`config.mk`:
```
export PLATFORM = sky130hd
export DESIGN_NAME = lvds_rx_align
export DESIGN_NICKNAME = d
export VERILOG_FILES = /design/src/rtl/lvds_rx_pkg.sv /design/src/rtl/lvds_rx_align.sv
export SDC_FILE = /design/constraint.sdc
export NUM_CORES = 1
export LEC_CHECK = 0
export ABC_AREA = 1
export CAP_MARGIN = 20
export CORE_ASPECT_RATIO = 0.7
export CORE_UTILIZATION = 35
export CTS_CLUSTER_DIAMETER = 100
export DETAILED_ROUTE_END_ITERATION = 8
export GPL_ROUTABILITY_DRIVEN = 0
export SYNTH_ARGS = -nofsm -noshare
export SYNTH_HDL_FRONTEND = slang
export SYNTH_SLANG_ARGS = --single-unit
```
`constraint.sdc`:
```
create_clock -name clk_rxg -period 2.3 [get_ports clk_rxg]
set_input_delay 0.46 -clock clk_rxg [delete_from_list [all_inputs] [get_ports clk_rxg]]
set_output_delay 0.46 -clock clk_rxg [all_outputs]
set_load 0.01 [all_outputs]
```
`src/rtl/lvds_rx_pkg.sv`:
```
// Shared definitions for the LVDS receive word-alignment logic.
// Latency: n/a (types and constants only).
// Backpressure: n/a.
package lvds_rx_pkg;

    // Default lane word width (10-bit HDR pixels).
    localparam int LVDS_DW = 10;

    // Pattern the sensor repeats while training.
    localparam logic [LVDS_DW-1:0] LVDS_TRAIN_WORD = 10'h3A5;

    typedef enum logic [2:0] {
        ST_IDLE,
        ST_CHECK,
        ST_SLIP,
        ST_WAIT,
        ST_LOCKED,
        ST_FAIL
    } align_state_t;

endpackage

```
`src/rtl/lvds_rx_align.sv`:
```
// Word-alignment controller for one sensor LVDS lane: bitslips the deserializer until TRAIN_WORD repeats, then locks.
// Latency: dout/dout_vld are din/din_vld registered once; aligned follows the internal lock state by one cycle.
// Backpressure: none; the lane cannot be stalled, din_vld=0 cycles simply hold the search counters.
//
// Ports:
//   clk_rxg, rst_sys_n      receive word clock, async active-low reset
//   train_en, realign       sensor-is-training level, one-cycle restart request
//   din, din_vld            deserialized word and its valid
//   bitslip                 one-cycle pulse to the deserializer
//   aligned, align_err      lane locked / search exhausted without lock
//   slip_cnt                bitslips issued in the current search
//   dout, dout_vld          registered word, valid only while locked
module lvds_rx_align
    import lvds_rx_pkg::*;
#(
    parameter int              DW         = LVDS_DW,
    parameter logic [DW-1:0]   TRAIN_WORD = LVDS_TRAIN_WORD,
    parameter int              LOCK_CNT   = 16,
    parameter int              SLIP_WAIT  = 4,
    parameter int              LOSS_CNT   = 4
) (
    input  logic                     clk_rxg,
    input  logic                     rst_sys_n,
    input  logic                     train_en,
    input  logic                     realign,
    input  logic [DW-1:0]            din,
    input  logic                     din_vld,
    output logic                     bitslip,
    output logic                     aligned,
    output logic                     align_err,
    output logic [$clog2(DW+1)-1:0]  slip_cnt,
    output logic [DW-1:0]            dout,
    output logic                     dout_vld
);

    localparam int SW = $clog2(DW + 1);
    localparam int MW = $clog2(LOCK_CNT + 1);
    localparam int WW = $clog2(SLIP_WAIT + 1);
    localparam int LW = $clog2(LOSS_CNT + 1);

    // DW slips cover every rotation, so a mismatch seen with slip_cnt==DW ends the search.
    localparam logic [SW-1:0] SLIP_MAX   = SW'(DW);
    localparam logic [MW-1:0] MATCH_LAST = MW'(LOCK_CNT - 1);
    localparam logic [WW-1:0] WAIT_LAST  = WW'(SLIP_WAIT - 1);
    localparam logic [LW-1:0] LOSS_LAST  = LW'(LOSS_CNT - 1);

    align_state_t    state_q,     state_d;
    logic [SW-1:0]   slip_cnt_q,  slip_cnt_d;
    logic [MW-1:0]   match_cnt_q, match_cnt_d;
    logic [LW-1:0]   miss_cnt_q,  miss_cnt_d;
    logic [WW-1:0]   wait_cnt_q,  wait_cnt_d;
    logic            aligned_q,   aligned_d;
    logic            align_err_q, align_err_d;
    logic [DW-1:0]   dout_q,      dout_d;
    logic            dout_vld_q,  dout_vld_d;

    logic            word_match;
    logic            lock_loss;

    assign word_match = (din == TRAIN_WORD);

    // The LOSS_CNT-th consecutive valid mismatch while the sensor is still training.
    assign lock_loss  = train_en && din_vld && !word_match && (miss_cnt_q == LOSS_LAST);

    always_comb begin
        state_d     = state_q;
        slip_cnt_d  = slip_cnt_q;
        match_cnt_d = match_cnt_q;
        miss_cnt_d  = miss_cnt_q;
        wait_cnt_d  = wait_cnt_q;

        case (state_q)
            ST_IDLE: begin
                if (train_en) begin
                    state_d     = ST_CHECK;
                    slip_cnt_d  = '0;
                    match_cnt_d = '0;
                end
            end

            ST_CHECK: begin
                if (!train_en) begin
                    state_d = ST_IDLE;
                end else if (realign) begin
                    slip_cnt_d  = '0;
                    match_cnt_d = '0;
                end else if (din_vld) begin
                    if (word_match) begin
                        match_cnt_d = match_cnt_q + 1'b1;
                        if (match_cnt_q == MATCH_LAST) begin
                            state_d    = ST_LOCKED;
                            miss_cnt_d = '0;
                        end
                    end else begin
                        match_cnt_d = '0;
                        state_d     = (slip_cnt_q == SLIP_MAX) ? ST_FAIL : ST_SLIP;
                    end
                end
            end

            // The pulse in this cycle always completes; an abort only changes where we go next.
            ST_SLIP: begin
                slip_cnt_d = slip_cnt_q + 1'b1;
                wait_cnt_d = '0;
                state_d    = train_en ? ST_WAIT : ST_IDLE;
            end

            // Give the deserializer time to settle; runs on clock cycles, not valid words.
            ST_WAIT: begin
                if (!train_en) begin
                    state_d = ST_IDLE;
                end else if (realign) begin
                    state_d     = ST_CHECK;
                    slip_cnt_d  = '0;
                    match_cnt_d = '0;
                end else if (wait_cnt_q == WAIT_LAST) begin
                    state_d = ST_CHECK;
                end else begin
                    wait_cnt_d = wait_cnt_q + 1'b1;
                end
            end

            ST_LOCKED: begin
                if (realign || lock_loss) begin
                    state_d     = ST_CHECK;
                    slip_cnt_d  = '0;
                    match_cnt_d = '0;
                    miss_cnt_d  = '0;
                end else if (!train_en) begin
                    // Live pixel data: nothing to compare against.
                    miss_cnt_d = '0;
                end else if (din_vld) begin
                    miss_cnt_d = word_match ? '0 : miss_cnt_q + 1'b1;
                end
            end

            ST_FAIL: begin
                if (!train_en) begin
                    state_d = ST_IDLE;
                end
            end

            default: begin
                state_d = ST_IDLE;
            end
        endcase
    end

    always_comb begin
        aligned_d   = (state_q == ST_LOCKED);
        align_err_d = (state_q == ST_FAIL);
        dout_d      = din;
        dout_vld_d  = din_vld && (state_q == ST_LOCKED);
    end

    always_ff @(posedge clk_rxg or negedge rst_sys_n) begin
        if (!rst_sys_n) begin
            state_q     <= ST_IDLE;
            slip_cnt_q  <= '0;
            match_cnt_q <= '0;
            miss_cnt_q  <= '0;
            wait_cnt_q  <= '0;
            aligned_q   <= 1'b0;
            align_err_q <= 1'b0;
            dout_q      <= '0;
            dout_vld_q  <= 1'b0;
        end else begin
            state_q     <= state_d;
            slip_cnt_q  <= slip_cnt_d;
            match_cnt_q <= match_cnt_d;
            miss_cnt_q  <= miss_cnt_d;
            wait_cnt_q  <= wait_cnt_d;
            aligned_q   <= aligned_d;
            align_err_q <= align_err_d;
            dout_q      <= dout_d;
            dout_vld_q  <= dout_vld_d;
        end
    end

    // Decoded straight from the state flop so reset kills an in-flight pulse immediately.
    assign bitslip   = (state_q == ST_SLIP);
    assign aligned   = aligned_q;
    assign align_err = align_err_q;
    assign slip_cnt  = slip_cnt_q;
    assign dout      = dout_q;
    assign dout_vld  = dout_vld_q;

endmodule

```
== Word level (Yosys, flattened, before mapping) ==
Cells that the tools add are included.

* Bitwise operators: 0
* Reduce and logical (&&, ||, !) cells: 17
* Mux-type cells: 42
* Order comparisons: 0
* $mul: 0
* Equal/unequal tests: 30
* Add/sub/neg operators: 4
* Div/mod/pow operators: 0
* Shifts and indexed selects: 0

{| class="wikitable"
|+ Operators by type and width
! cell !! count
|-
| $mux 3 || 24
|-
| $mux 5 || 8
|-
| $ne 2x2->1 const B || 11
|-
| $reduce_and 7->1 || 3
|-
| $pmux 5 s4 || 1
|-
| $pmux 3 s6 || 1
|-
| $mux 4 || 4
|-
| $pmux 4 s4 || 1
|-
| $eq 3x2->1 const B || 4
|-
| $pmux 3 s2 || 2
|-
| $eq 10x10->1 const B || 1
|-
| $ne 3x3->1 const B || 3
|-
| $ne 4x4->1 const B || 2
|-
| $reduce_bool 4->1 || 2
|-
| $add 3x1->3 const B || 2
|-
| $eq 3x3->1 const B || 2
|-
| $ne 2x1->1 const B || 3
|-
| $add 5x1->5 const B || 1
|-
| $eq 5x4->1 const B || 1
|-
| $reduce_and 5->1 || 1
|-
| $add 4x1->4 const B || 1
|-
| $eq 4x4->1 const B || 1
|-
| $logic_and 1x1->1 || 4
|-
| $ne 4x3->1 const B || 1
|-
| 8 further kinds || 9
|}

* Word-level logic and storage cells: 102
* Bits in latches: 0
* Bits in registers: 31
* Output and inout port bits: 18
* Input bits: 15
* RAM bits: 0
* Memories kept: 0
* Memory bits (read-only): 0

== Logic depth before layout (Yosys ltp) ==
* Word-level depth: 7
* Gate-level depth with buffers: 10
* Mapped depth without buffers: 10

== Worst setup path after synthesis ==
No wires, ideal clock.

* Kind: register to register
* Start point: register match_cnt_q[0]
* End point: register miss_cnt_q[0]
* Required time: 2.182 ns
* Path buffers: 0
* Arrival: 1.383 ns
* Path slack: 0.799 ns
* Setup time: 0.118 ns
* Stages on the path, launching flop included: 11
* Period minus slack after synthesis: 1.501 ns
* Cell sequence: dfrtp_1 -> ha_1 -> and3_1 -> ha_1 -> inv_1 -> o21ai_1 -> nand2_1 -> a21oi_2 -> nand2_2 -> nand2_1 -> nand2_1

* Longest elaborated chain between the ends: 3

{| class="wikitable"
|+ RTL lines
! element !! line !! source
|-
| from (decl) || lvds_rx_align.sv:49 || <nowiki>logic [MW-1:0] match_cnt_q, match_cnt_d;</nowiki>
|-
| from (signal assigned) || lvds_rx_align.sv:170 || <nowiki>match_cnt_q <= match_cnt_d;</nowiki>
|-
| $eq 5x4->1 || lvds_rx_align.sv:90 || <nowiki>if (match_cnt_q == MATCH_LAST) begin</nowiki>
|-
| $ne 2x2->1 (no source line) || -- ||
|-
| $reduce_and 7->1 (no source line) || -- ||
|-
| to (signal assigned) || lvds_rx_align.sv:171 || <nowiki>miss_cnt_q <= miss_cnt_d;</nowiki>
|-
| to (decl) || lvds_rx_align.sv:50 || <nowiki>logic [LW-1:0] miss_cnt_q, miss_cnt_d;</nowiki>
|}

Every way passes these cells.
A chain may end at the register's enable or synchronous reset.

== Worst setup path after layout ==
* Start point: register state_q[2]
* End point: output bitslip

* Longest elaborated chain between the ends: 1

{| class="wikitable"
|+ RTL lines
! element !! line !! source
|-
| from (decl) || lvds_rx_align.sv:47 || <nowiki>align_state_t state_q, state_d;</nowiki>
|-
| from (signal assigned) || lvds_rx_align.sv:168 || <nowiki>state_q <= state_d;</nowiki>
|-
| $eq 3x2->1 || lvds_rx_align.sv:181 || <nowiki>assign bitslip = (state_q == ST_SLIP);</nowiki>
|-
| to (decl) || lvds_rx_align.sv:28 || <nowiki>output logic bitslip,</nowiki>
|}

Every way passes these cells.

==> results.py <==
metrics = {
    "layout": {
        "layout_commonest_cell": "nand2_1",
        "syn2layout_area_growth_pct": 32.6,
        "final_cell_mix": "nand2_1 (60), inv_1 (32), clkdlybuf4s50_1 (32), dfrtp_1 (31), nor2_1 (22)",
        "drive_gt1_share_pct": 9.30,
        "num_antenna_cells": 0,
        "layout.nets": 280,
    },
    "clocking": {
        "tritoncts_num_sinks": 31,
        "clock_tree.root_cell": "clkbuf_8",
        "numCtsBuffers": 5,
        "hold_buffers": 0,
        "cts.repair.resized": 0,
        "clk_path_buf_depth": 2,
        "cts-htree-levels": 2,
        "worst_skew_pair.late_latency_ps": 290,
        "cts_setup_buffers": 0,
        "clkSlewWorstSetupHoldPaths_ps": 70,
        "tritoncts_clock_tree": "yes",
    },
    "sta": {
        "hold_ws_ps": 489,
        "grt_setup_unrepaired": "no",
        "finalClockSkew_ps": 4.57,
        "achievable_frequency_mhz": 471,
        "number_of_max_slew_violations_in_the_final_report": 0,
        "period_minus_slack_ps": 2120,
        "setup_tns_ps": 0,
        "timing.slew.headroom_pct": 64.7,
        "tightestPinTransition_ps": 527,
        "setup_violations_final": 0,
        "hold_viol": 0,
        "post_route_fraction_of_the_period_consumed_by_the_critical_path_pct": 92.3,
    },
    "critical_path": {
        "timing.critical_path.mode_cell": "inv_1",
        "crit_buf_inv": 3,
        "cp-end-kind": "output pin",
        "critPathArrivalTime_ps": 1660,
        "worst_path_max_delay_cell": "clkdlybuf4s50_1",
        "crit_path_start_kind": "register",
        "worst_path_class_setup": "register to output pin",
        "required_worst_endpoint_ps": 1840,
        "crit_path_max_fanout": 5,
        "cp_cell_sequence": "inv_1 -> nand3_1 -> inv_1 -> clkdlybuf4s50_1",
        "worst_path_dominant_cell_family": "buffers and inverters",
        "critical-path-max-stage-delay_ps": 560,
    },
    "place": {
        "port-buffer-count": 32,
        "hpwl_detailed_um": 2750,
    },
    "power": {
        "power_switching_uw": 655,
        "irDropWorstVdd_mv": 0.325,
        "p_int_mw": 1.23,
        "power_switching_share_pct": 34.8,
        "power.leakage_nw": 1.12,
        "combinationalPowerShare_pct": 34.8,
        "power.share.sequential_pct": 35.8,
        "power.clock.fraction_pct": 29.3,
        "power-per-cell-area_nw_per_um2": 847,
    },
    "yosys": {
        "simple_logic_cell_fraction_of_the_synthesized_area_pct": 31.7,
        "synth_cells": 213,
        "muxShareOfSynthArea_pct": 0,
        "seq_area_frac_synth_pct": 46.3,
        "syn_avg_cell_area_um2": 7.87,
        "synth_xor_area_share_pct": 1.57,
        "largest_family_of_logic_cells_by_synthesized_area": "simple AND/OR/NAND/NOR gates",
        "post_synth_num_cell_types": 27,
        "share_of_the_synthesized_area_in_compound_gates_ao_oa_aoi_oai_pct": 6.50,
        "synth.yosys.warnings": 0,
        "synth_fa_ha_area_share_pct": 5.97,
        "synthesis.nets": 236,
        "flop_and_latch_count_out_of_synthesis": 31,
        "synth_area_um2": 1680,
    },
    "status": {
        "failing_checks": "design-rule violations",
        "run_status": "finished, violations left",
    },
    "routing": {
        "detailedRoute.firstPassIterationCount": 6,
        "dr_iter_0_viols": 107,
        "drt.antenna.violating_nets": 0,
        "routed_via_density": 4.61,
        "wire_per_inst_um": 11.3,
        "vias": 1443,
        "wirelength_um": 3530,
        "drc_errors": 3,
    },
    "floorplan": {
        "design.core.area_um2": 4450,
        "num_ports": 33,
        "initial_utilization_pct": 37.6,
        "fp.dieW_um": 84.7,
        "design.die.area_um2": 5070,
        "die_h_um": 59.9,
        "rows": 20,
    },
    "global_routing": {
        "first_global_vias": 1272,
        "global_route.usage.total_pct": 15.9,
        "grt_max_degree": 32,
        "grt_overflow": 0,
        "antenna_found_initial": 0,
        "grt_first_pass_wirelength_um": 6030,
    },
    "flow_run": {
        "max_cap_viol_count": 0,
    },
    "hold_path": {
        "worstHoldPathType": "register to register",
    },
}
stage by stage:
| stage | cells | setup WS (ps) | instance area (µm²) | total power, mW | util [%] |
|---|---|---|---|---|---|
| 2_1_floorplan | 213 | 799 | 1680 | 1.11 | - |
| 3_3_place_gp | 305 | 202 | 2100 | 1.34 | 47.2 |
| 3_5_place_dp | 305 | 131 | 2100 | 1.34 | 47.2 |
| 4_1_cts | 313 | 166 | 2220 | 1.90 | 49.9 |
| 5_1_grt | 313 | 65.1 | 2220 | 2.03 | 49.9 |
| 6_report | 313 | 176 | 2220 | 1.88 | 49.9 |
area by class of cell:
cell class	instances	area, µm²
fill	433	2230
sequential	31	776
multi-input combinational	148	767
timing repair buffer	39	373
inverter	32	120
clock buffer	6	82.6
tap	55	68.8
clock inverter	2	35.0
registers in the layout (all words and copies together), names as in the netlist:
name,cells
dout,10
match_cnt_q,5
slip_cnt,4
miss_cnt_q,3
state_q,3
wait_cnt_q,3
align_err,1
aligned,1
dout_vld,1
cell usage after synthesis, drive strengths merged:
library cell,instances,area (µm²)
a21oi,7,38.8
a22oi,1,7.51
a31o,1,8.76
and3,1,6.26
buf,2,12.5
dfrtp,31,776
ha,8,100
inv,32,120
nand2,62,238
nand3,16,80.1
nand3b,5,37.5
nand4,6,37.5
nor2,25,111
nor3,2,15.0
o211ai,1,7.51
o21ai,8,40.0
o22ai,1,6.26
or2,1,6.26
xnor2,1,8.76
xor2,2,17.5
power by group through the flow:
stage	Clock, mW	Sequential, mW	Combinational [mW]
finish	0.553	0.674	0.656
global route	0.598	0.684	0.747
CTS	0.567	0.675	0.655
detailed placement	0	0.683	0.652
global placement	0	0.684	0.654
floorplan	0	0.691	0.421
path summary, 6_finish.rpt:
| check | start | to | slack (ps) | cells after the start |
|---|---|---|---|---|
| worst max register to register | match_cnt_q[0]$_DFFE_PN0P_ | state_q[0]$_DFFE_PN0P_ | 590 | 9 |
| min in group asynchronous | rst_sys_n | state_q[2]$_DFFE_PN0P_ | 570 | 2 |
| worst min-delay path | miss_cnt_q[2]$_DFFE_PN0P_ | miss_cnt_q[2]$_DFFE_PN0P_ | 490 | 2 |
| worst min register to register | miss_cnt_q[2]$_DFFE_PN0P_ | miss_cnt_q[2]$_DFFE_PN0P_ | 490 | 2 |
| worst max-delay path | state_q[2]$_DFFE_PN0P_ | bitslip | 180 | 4 |
| max in group asynchronous | rst_sys_n | miss_cnt_q[0]$_DFFE_PN0P_ | 1450 | 2 |
per-layer routing:
layer | up-vias | part of all wire [%] | GRT usage (%)
li1 | 770 | - | -
met5 | - | 0 | 0
met4 | 0 | 1.3 | 5.81
met1 | 625 | 53 | 23.7
met2 | 41 | 38 | 21.3
met3 | 7 | 7.7 | 4.97
logic make-up (layout without fill, tap and decap cells):
logic type      Yosys count  after routing
xor+xnor                  3              3
buf+inv                  34             79
simple gates            118            118
compound gates           19             19
flops                    31             31
fa+ha+maj                 8              8
tightest hold or removal path, delay by kind of cell (launching register included):
| family | cells | cell delay (ps) |
|---|---|---|
| DFF | 1 | 350 |
| and+or+nand+nor | 2 | 100 |
Power figures use the tool's default switching activity.
